`src/rtl/lsu_pkg.sv`:
```
// lsu_pkg: shared widths, memory depth and FSM state codes
// for the load/store controller.
`ifndef DATA_ROW
`define DATA_ROW 256
`endif
`ifndef DATA_COLUMN
`define DATA_COLUMN 16
`endif

package lsu_pkg;
  localparam int LSU_ADDR_W    = 16;
  localparam int LSU_DATA_W    = `DATA_COLUMN;
  localparam int LSU_MEM_DEPTH = `DATA_ROW;

  typedef logic [1:0] state_t;

  localparam state_t S_IDLE   = 2'd0;
  localparam state_t S_ACCESS = 2'd1;
  localparam state_t S_RESP   = 2'd2;

  function automatic logic [15:0] sat_inc(
    input logic [15:0] v
  );
    return (v == 16'hFFFF) ? v : v + 16'd1;
  endfunction
endpackage

```
`src/rtl/lsu_ctrl.sv`:
```
// lsu_ctrl: single-word load/store controller between execute
// and data memory, with range check and saturating error count.
module lsu_ctrl
  import lsu_pkg::*;
#(
  parameter int ADDR_W    = LSU_ADDR_W,
  parameter int DATA_W    = LSU_DATA_W,
  parameter int MEM_DEPTH = LSU_MEM_DEPTH
) (
  input  logic              clk,
  input  logic              rst,
  input  logic              req_valid,
  output logic              req_ready,
  input  logic              req_we,
  input  logic [ADDR_W-1:0] req_addr,
  input  logic [DATA_W-1:0] req_wdata,
  output logic              resp_valid,
  input  logic              resp_ready,
  output logic [DATA_W-1:0] resp_rdata,
  output logic              resp_err,
  output logic [15:0]       err_count,
  output logic [ADDR_W-1:0] mem_addr,
  output logic [DATA_W-1:0] mem_write_data,
  output logic              mem_write_en,
  output logic              mem_read_en,
  input  logic [DATA_W-1:0] mem_read_data
);
  localparam logic [ADDR_W:0] DEPTH_C =
    (ADDR_W+1)'(MEM_DEPTH);

  state_t              state_q;
  state_t              state_d;
  logic                we_q;
  logic                err_q;
  logic [ADDR_W-1:0]   addr_q;
  logic [DATA_W-1:0]   wdata_q;
  logic [DATA_W-1:0]   rdata_q;
  logic [15:0]         cnt_q;
  logic                accept;
  logic                access;
  logic                addr_err;

  assign req_ready = (state_q == S_IDLE) ||
                     ((state_q == S_RESP) && resp_ready);
  assign accept    = req_valid && req_ready;
  assign access    = (state_q == S_ACCESS);
  assign addr_err  = ({1'b0, req_addr} >= DEPTH_C);

  // Next state: one access cycle, then hold the response.
  always_comb begin
    state_d = state_q;
    unique case (state_q)
      S_IDLE:   if (accept) state_d = S_ACCESS;
      S_ACCESS: state_d = S_RESP;
      S_RESP: begin
        if (resp_ready)
          state_d = req_valid ? S_ACCESS : S_IDLE;
      end
      default:  state_d = S_IDLE;
    endcase
  end

  // State register and request latch.
  always_ff @(posedge clk) begin
    if (rst) begin
      state_q <= S_IDLE;
      we_q    <= 1'b0;
      err_q   <= 1'b0;
      addr_q  <= '0;
      wdata_q <= '0;
    end else begin
      state_q <= state_d;
      if (accept) begin
        we_q    <= req_we;
        addr_q  <= req_addr;
        wdata_q <= req_wdata;
        err_q   <= addr_err;
      end
    end
  end

  // Capture load data at the end of the access cycle.
  always_ff @(posedge clk) begin
    if (rst)
      rdata_q <= '0;
    else if (access)
      rdata_q <= (!we_q && !err_q) ? mem_read_data : '0;
  end

  // Error counter; reloaded every cycle so it only
  // ever changes by increment or reset.
  always_ff @(posedge clk) begin
    if (rst)
      cnt_q <= '0;
    else
      cnt_q <= (access && err_q) ? sat_inc(cnt_q) : cnt_q;
  end

  assign resp_valid     = (state_q == S_RESP);
  assign resp_rdata     = rdata_q;
  assign resp_err       = err_q;
  assign err_count      = cnt_q;
  assign mem_addr       = addr_q;
  assign mem_write_data = wdata_q;
  assign mem_write_en   = access && !err_q && we_q && !rst;
  assign mem_read_en    = access && !err_q && !we_q && !rst;
endmodule
```
`config.mk`:
```
export PLATFORM = sky130hd
export DESIGN_NAME = lsu_ctrl
export DESIGN_NICKNAME = d
export VERILOG_FILES = /design/src/rtl/lsu_pkg.sv /design/src/rtl/lsu_ctrl.sv
export SDC_FILE = /design/constraint.sdc
export NUM_CORES = 1
export LEC_CHECK = 0
export BUFFER_PORTS_ARGS = -buffer_cell sky130_fd_sc_hd__buf_2
export CORE_MARGIN = 2
export CORE_UTILIZATION = 32
export DETAILED_ROUTE_END_ITERATION = 16
export PLACE_DENSITY = 0.64
export REMOVE_ABC_BUFFERS = 1
export SYNTH_ARGS = -nofsm -noshare
export SYNTH_HDL_FRONTEND = slang
export SYNTH_SLANG_ARGS = --single-unit
```
`constraint.sdc`:
```
create_clock -name clk -period 2.4 [get_ports clk]
set_input_delay 0.36 -clock clk [delete_from_list [all_inputs] [get_ports clk]]
set_output_delay 0.36 -clock clk [all_outputs]
set_load 0.01 [all_outputs]
```
==> results of run 1 <==
[worst max path at each step]
stage | from | slack (ns) | end | depth (start not counted)
finish | err_count[4] | 0.37 | err_count[13] | 4
global route | err_count[4] | 0.25 | err_count[13] | 4
CTS | resp_err | 0.37 | err_count[13] | 4
detailed placement | resp_err | 0.39 | err_count[13] | 4
global placement | err_count[4] | 0.43 | err_count[13] | 4
floorplan | err_count[4] | 0.47 | err_count[13] | 4
[cell families after synthesis]
logic type               after synthesis
buffers and inverters                 21
AND/OR/NAND/NOR                      126
AO/OA/AOI/OAI                         75
multiplexers                           3
adder cells (fa/ha/maj)                1
flip-flops                            68
[worst max-delay path: stages, from the launching register on]
cell and delay [ns]:
sky130_fd_sc_hd__dfxtp_1 0.39, sky130_fd_sc_hd__nand3_2 0.18, sky130_fd_sc_hd__or4_1 0.70, sky130_fd_sc_hd__or4_1 0.54, sky130_fd_sc_hd__a21oi_1 0.14
[cells in the final DEF (no fill, tap or decap), drive strengths merged, types with 3 or more instances in the layout]
cell / netlist / layout
a22o: 16 / 16
inv: 4 / 4
nand4: 4 / 4
o311ai: 3 / 3
clkbuf: 16 / 12
dfxtp: 68 / 68
buf: 1 / 126
nor2b: 4 / 4
o41ai: 5 / 5
nor3: 3 / 3
nand3: 5 / 5
or4: 6 / 6
a21oi: 42 / 42
nor2: 8 / 8
nand2: 75 / 75
nor4: 7 / 7
[Yosys cell counts, types with 2 or more instances]
library cell,instances
sky130_fd_sc_hd__nor3b_1,2
sky130_fd_sc_hd__or3_1,2
sky130_fd_sc_hd__nand3_1,4
sky130_fd_sc_hd__nand2_1,75
sky130_fd_sc_hd__inv_1,4
sky130_fd_sc_hd__mux2_2,2
sky130_fd_sc_hd__o41ai_1,5
sky130_fd_sc_hd__nor4_1,6
sky130_fd_sc_hd__o311ai_0,2
sky130_fd_sc_hd__a22o_1,16
sky130_fd_sc_hd__a211oi_1,2
sky130_fd_sc_hd__clkbuf_1,16
sky130_fd_sc_hd__dfxtp_1,68
sky130_fd_sc_hd__nor2_1,8
sky130_fd_sc_hd__o21ai_0,2
sky130_fd_sc_hd__nand4_1,4
sky130_fd_sc_hd__nor2b_1,4
sky130_fd_sc_hd__o31ai_1,2
sky130_fd_sc_hd__or4_1,6
sky130_fd_sc_hd__a21oi_1,42
sky130_fd_sc_hd__nor3_1,3
[sequential cells by signal (all words and copies together), names as in the netlist]
register        count
err_count          16
mem_addr           16
mem_write_data     16
resp_rdata         16
state_q             2
resp_err            1
we_q                1
[layout make-up]
type / count / area [um^2]
clock inverter: 4 / 47.55
timing repair buffer: 126 / 643.1
fill: 810 / 4279
inverter: 4 / 15.01
tap: 102 / 127.6
clock buffer: 12 / 155.1
sequential: 68 / 1361
multi-input combinational: 205 / 1139
[metal layers]
metal / track usage [%] / vias to the layer above
met3: 4.735 / 6
met1: 19.77 / 1172
met2: 25.54 / 92
li1: - / 1289
met5: 0 / -
met4: 5.676 / 0
[stage by stage]
step / instance area (um^2) / power (mW) / hold WS [ns] / worst slack, ns
final: 3488 / 2.396 / 0.2415 / 0.3687
after detailed placement: 3286 / 1.482 / 0.4439 / 0.3922
after global placement: 3286 / 1.477 / 0.4398 / 0.4291
after global routing: 3488 / 2.532 / 0.2300 / 0.2496
after CTS: 3488 / 2.445 / 0.2164 / 0.3727
after floorplan: 2515 / 1.340 / 0.4291 / 0.4680
[report_power, final]
group	switching (mW)	internal, mW	total, mW
Combinational	0.140	0.107	0.247
Sequential	0.0271	1.18	1.20
Clock	0.411	0.534	0.944
==> results.sh, run 1 <==
export IMPL_drt_wl_total_mm=6.725
export IMPL_cts_root_buffer="sky130_fd_sc_hd__clkbuf_8"
export IMPL_worstSetupEndpointType="flip-flop"
export IMPL_ctsHoldBuffers=0
export IMPL_postLayoutCoreUtil_pct=44.91
export IMPL_worstReg2RegEnd="err_count[13]"
export IMPL_fin_cells=521
export IMPL_cts_resized_gates=0
export IMPL_synth_seq_area_share_pct=52.76
export IMPL_mean_routed_wirelength_per_cell_um=12.91
export IMPL_setup_tns_final_ns=0
export IMPL_hold_start="mem_read_data[10]"
export IMPL_globalplace_congestion=0.7705
export IMPL_skew_ns=0.009658
export IMPL_hold_path_sink="resp_rdata[10]"
export IMPL_port_buffer_count=121
export IMPL_grt_overflow_total=0
export IMPL_timing_max_cap_violations=0
export IMPL_cts_htree_levels=3
export IMPL_die_height_um=93.79
export IMPL_synth_fa_ha_area_share_pct=0.4850
export IMPL_postCtsSetupRepairBufs=0
export IMPL_num_antenna_cells=0
export IMPL_synth_area_top_cells="sky130_fd_sc_hd__dfxtp_1 53%, sky130_fd_sc_hd__nand2_1 11%, sky130_fd_sc_hd__a21oi_1 8.1%"
export IMPL_floorplan_io_pins=122
export IMPL_synth_area_per_cell_um2=8.775
export IMPL_fmax_mhz=492.3
export IMPL_post_synth_inst_count=294
export IMPL_peakVddDrop_v=0.0002640
export IMPL_yosys_area_share_xor_xnor_pct=0
export IMPL_synth_compound_area_share_pct=18.91
export IMPL_placementRows=32
export IMPL_clk_latency_ns=0.33
export IMPL_synth_main_ff_cell="sky130_fd_sc_hd__dfxtp_1"
export IMPL_drt_initial_drc_count=104
export IMPL_ys_types=40
export IMPL_post_synth_and_or_nand_nor_area_fraction_pct=23.47
export IMPL_num_vias=2559
export IMPL_initial_antenna_violation_count=0
export IMPL_clock_tree_from_tritoncts="done"
export IMPL_wl_met1_mm=3.019
export IMPL_grt_pass1_wl_mm=11.11
export IMPL_crit_path_max_fanout=9
export IMPL_critPathArrivalTime_ns=2.29
export IMPL_final_period_utilization_pct=84.64
export IMPL_dp_cells=505
export IMPL_regToRegStartpoint="err_count[4]"
export IMPL_run_status="finished, final reports clean"
export IMPL_ff2ff_setup_slack_ns=0.37
export IMPL_grt_setup_unrepaired="no"
export IMPL_hold_path_class="primary input to flip-flop"
export IMPL_synth_seq_cells=68
export IMPL_reg2regPathDepth=4
export IMPL_gr_usage_all_layers_pct=15.75
export IMPL_largest_net_degree_at_the_start_of_global_routing=30
export IMPL_synth_top_family_by_area="simple AND/OR/NAND/NOR gates"
export IMPL_start_kind="flip-flop"
export IMPL_p_per_area_nw_per_um2=686.9
export IMPL_drt_first_pass_iters=4
export IMPL_routed_via_density=4.912
export IMPL_fp_dieW_um=93.79
export IMPL_detailedPlacementHpwl_mm=4.835
export IMPL_ys_async_sr_fraction_pct=0
export IMPL_power_leakage_nw=1.563
export IMPL_critPathKind="flip-flop to flip-flop"
export IMPL_coreArea_um2=7767
export IMPL_timing_max_transition_violations_final=0
export IMPL_post_route_drc_count=0
export IMPL_drtAntennaViolNets=0
export IMPL_nNetsFinal=468
export IMPL_clockBufferDepth=2
export IMPL_period_minus_slack_ns=2.031
export IMPL_final_setup_viol_count=0
export IMPL_timing_max_slew_rel_slack_pct=44.24
export IMPL_cts_sinks=68
export IMPL_met3_wirelength_um=510
export IMPL_min_delay_path_depth=2
export IMPL_drive_gt1_share_pct=35.32
export IMPL_fp_dieArea_um2=8797
export IMPL_met2_length_mm=3.135
export IMPL_synth_edff_count=0
export IMPL_tightestPinTransition_ns=0.8360
export IMPL_grt_pass1_vias=2408
export IMPL_tritoncts_num_buffers=9
export IMPL_netlist_top_cell_by_area="sky130_fd_sc_hd__dfxtp_1"
export IMPL_yosys_mux_area_fraction_pct=1.261
export IMPL_yosysWarningCount=0
export IMPL_dr_max_layer_used="met4"
export IMPL_synthDominantCellAreaShare_pct=52.76
export IMPL_netlist_area_um2=2580
export IMPL_timing_hold_violations_final=0
export IMPL_clk_pin_slew_ns=0.08
export IMPL_syn_to_final_growth_pct=35.21
export IMPL_initial_core_util_pct=33.22
export IMPL_timing_critical_path_required_ns=2.66
Note: power is estimated with default switching activity, not from simulation.
==> inputs of run 2 (changes only) <==
==> constraint.sdc (replaced) <==
create_clock -name clk -period 2 [get_ports clk]
set_input_delay 0.3 -clock clk [delete_from_list [all_inputs] [get_ports clk]]
set_output_delay 0.3 -clock clk [all_outputs]
set_load 0.01 [all_outputs]
==> run 2 against run 1 <==
- clock skew about the same
- hold slack worse by 0.063 ns
- power up 19%
- critical path depth unchanged
- worst setup slack worse by 0.26 ns
- count of clock-buffer cells in the layout down 3
- sequential share of layout area down 0.58 points
- first-iteration DRC count down 15%
- clock power up 17%
- via count up 0.90%
- maximum frequency up 7.4%
- critical path type unchanged
==> results.sh, run 2 (synthesized netlist as in run 1, its figures left out) <==
export IMPL_period_minus_slack_ns=1.891
export IMPL_final_period_utilization_pct=94.55
export IMPL_initial_core_util_pct=33.22
export IMPL_drt_wl_total_mm=6.881
export IMPL_fmax_mhz=528.8
export IMPL_crit_path_max_fanout=8
export IMPL_syn_to_final_growth_pct=37.25
export IMPL_grt_overflow_total=0
export IMPL_p_total_mw=2.847
export IMPL_placementRows=32
export IMPL_start_kind="flip-flop"
export IMPL_clk_latency_ns=0.34
export IMPL_run_status="finished, final reports clean"
export IMPL_clock_tree_from_tritoncts="done"
export IMPL_met3_wirelength_um=578
export IMPL_timing_hold_violations_final=0
export IMPL_peakVddDrop_v=0.0003988
export IMPL_grt_pass1_wl_mm=10.72
export IMPL_fp_dieArea_um2=8797
export IMPL_drt_initial_drc_count=88
export IMPL_skew_ns=0.01008
export IMPL_globalplace_congestion=0.7503
export IMPL_cts_htree_levels=3
export IMPL_grt_setup_unrepaired="no"
export IMPL_most_common_layout_cells="121 x sky130_fd_sc_hd__buf_2, 75 x sky130_fd_sc_hd__nand2_1, 68 x sky130_fd_sc_hd__dfxtp_1"
export IMPL_ctsHoldBuffers=0
export IMPL_initial_antenna_violation_count=0
export IMPL_clk_pin_slew_ns=0.08
export IMPL_coreArea_um2=7767
export IMPL_timing_max_slew_rel_slack_pct=42.04
export IMPL_detailedPlacementHpwl_mm=4.949
export IMPL_tritoncts_num_buffers=9
export IMPL_drt_first_pass_iters=5
export IMPL_worstSetupEndpointType="flip-flop"
export IMPL_clockBufferDepth=2
export IMPL_wl_met1_mm=3.084
export IMPL_port_buffer_count=121
export IMPL_num_antenna_cells=0
export IMPL_fp_dieW_um=93.79
export IMPL_critPathKind="flip-flop to flip-flop"
export IMPL_num_vias=2582
export IMPL_dr_max_layer_used="met4"
export IMPL_timing_max_cap_violations=0
export IMPL_final_setup_viol_count=0
export IMPL_timing_critical_path_required_ns=2.26
export IMPL_holdWs_ns=0.1789
export IMPL_fin_cells=529
export IMPL_setup_tns_final_ns=0
export IMPL_dp_cells=513
export IMPL_hold_path_class="primary input to flip-flop"
export IMPL_floorplan_io_pins=122
export IMPL_routed_via_density=4.881
export IMPL_mean_routed_wirelength_per_cell_um=13.01
export IMPL_tightestPinTransition_ns=0.8689
export IMPL_die_height_um=93.79
export IMPL_drive_gt1_share_pct=37.00
export IMPL_num_fill_cells=800
export IMPL_ff_latch_area_um2=1361
export IMPL_met2_length_mm=3.141
export IMPL_critPathArrivalTime_ns=2.16
export IMPL_gr_usage_all_layers_pct=15.32
export IMPL_power_leakage_nw=1.594
export IMPL_p_per_area_nw_per_um2=804.0
export IMPL_post_route_drc_count=0
export IMPL_drtAntennaViolNets=0
export IMPL_multi_input_comb_area_um2=1142
export IMPL_grt_pass1_vias=2322
export IMPL_layout_cells_most_common="sky130_fd_sc_hd__buf_2"
export IMPL_nNetsFinal=476
export IMPL_cts_sinks=68
export IMPL_timing_max_transition_violations_final=0
export IMPL_largest_net_degree_at_the_start_of_global_routing=44
export IMPL_cts_root_buffer="sky130_fd_sc_hd__clkbuf_8"
[run 2: changes by cell type in the layout (fill, tap and decap cells not counted), sizes merged]
cell,delta
clkinvlp,+2
clkbuf,-3
buf,+8
clkinv,+1
[run 2: worst max-delay path: stages (launching register included)]
cell	delay (ns)
sky130_fd_sc_hd__dfxtp_1	0.42
sky130_fd_sc_hd__nand3_2	0.13
sky130_fd_sc_hd__or4_4	0.61
sky130_fd_sc_hd__or4_1	0.52
sky130_fd_sc_hd__a21oi_1	0.14
[run 2: final cells by class]
cell class | instances | share of cell area, %
clock buffers | 9 | 3.498
clock inverters | 7 | 1.908
inverters | 4 | 0.4240
multi-input cells | 205 | 32.26
flip-flops and latches | 68 | 38.45
well taps | 102 | 3.604
repair buffers | 134 | 19.86
[run 2: final timing paths]
kind	startpoint	to	slack, ns	depth (start not counted)
min	mem_read_data[10]	resp_rdata[10]	0.18	2
max	err_count[3]	err_count[13]	0.11	4
min reg2reg	mem_write_data[9]	mem_write_data[9]	0.45	2
max reg2reg	err_count[3]	err_count[13]	0.11	4
[run 2: per-stage QoR]
step	cell area, um^2	util [%]	setup WS, ns
final	3541	45.59	0.1089
after global routing	3541	45.59	0.008911
after CTS	3537	45.54	0.03963
after detailed placement	3346	43.07	0.05484
after global placement	3346	43.07	0.09239
after floorplan	2515	-	0.06803
[run 2: repair_timing]
item / in CTS / in global routing
gates resized for setup: 0 / 2
setup endpoints to repair: 0 / 3
setup buffers: 0 / 0
[run 2: report_power, final]
group / internal, mW / switching, mW / leakage, nW
sequential: 1.41 / 0.0304 / 0.555
combinational: 0.133 / 0.174 / 0.948
clock: 0.569 / 0.529 / 0.0910
total: 2.11 / 0.733 / 1.59
[run 2: metal layers]
| layer | vias to the layer above | global-route usage, % |
|---|---|---|
| li1 | 1301 | - |
| met1 | 1181 | 19.56 |
| met2 | 92 | 24.29 |
| met3 | 8 | 4.896 |
| met4 | 0 | 5.435 |
| met5 | - | 0 |
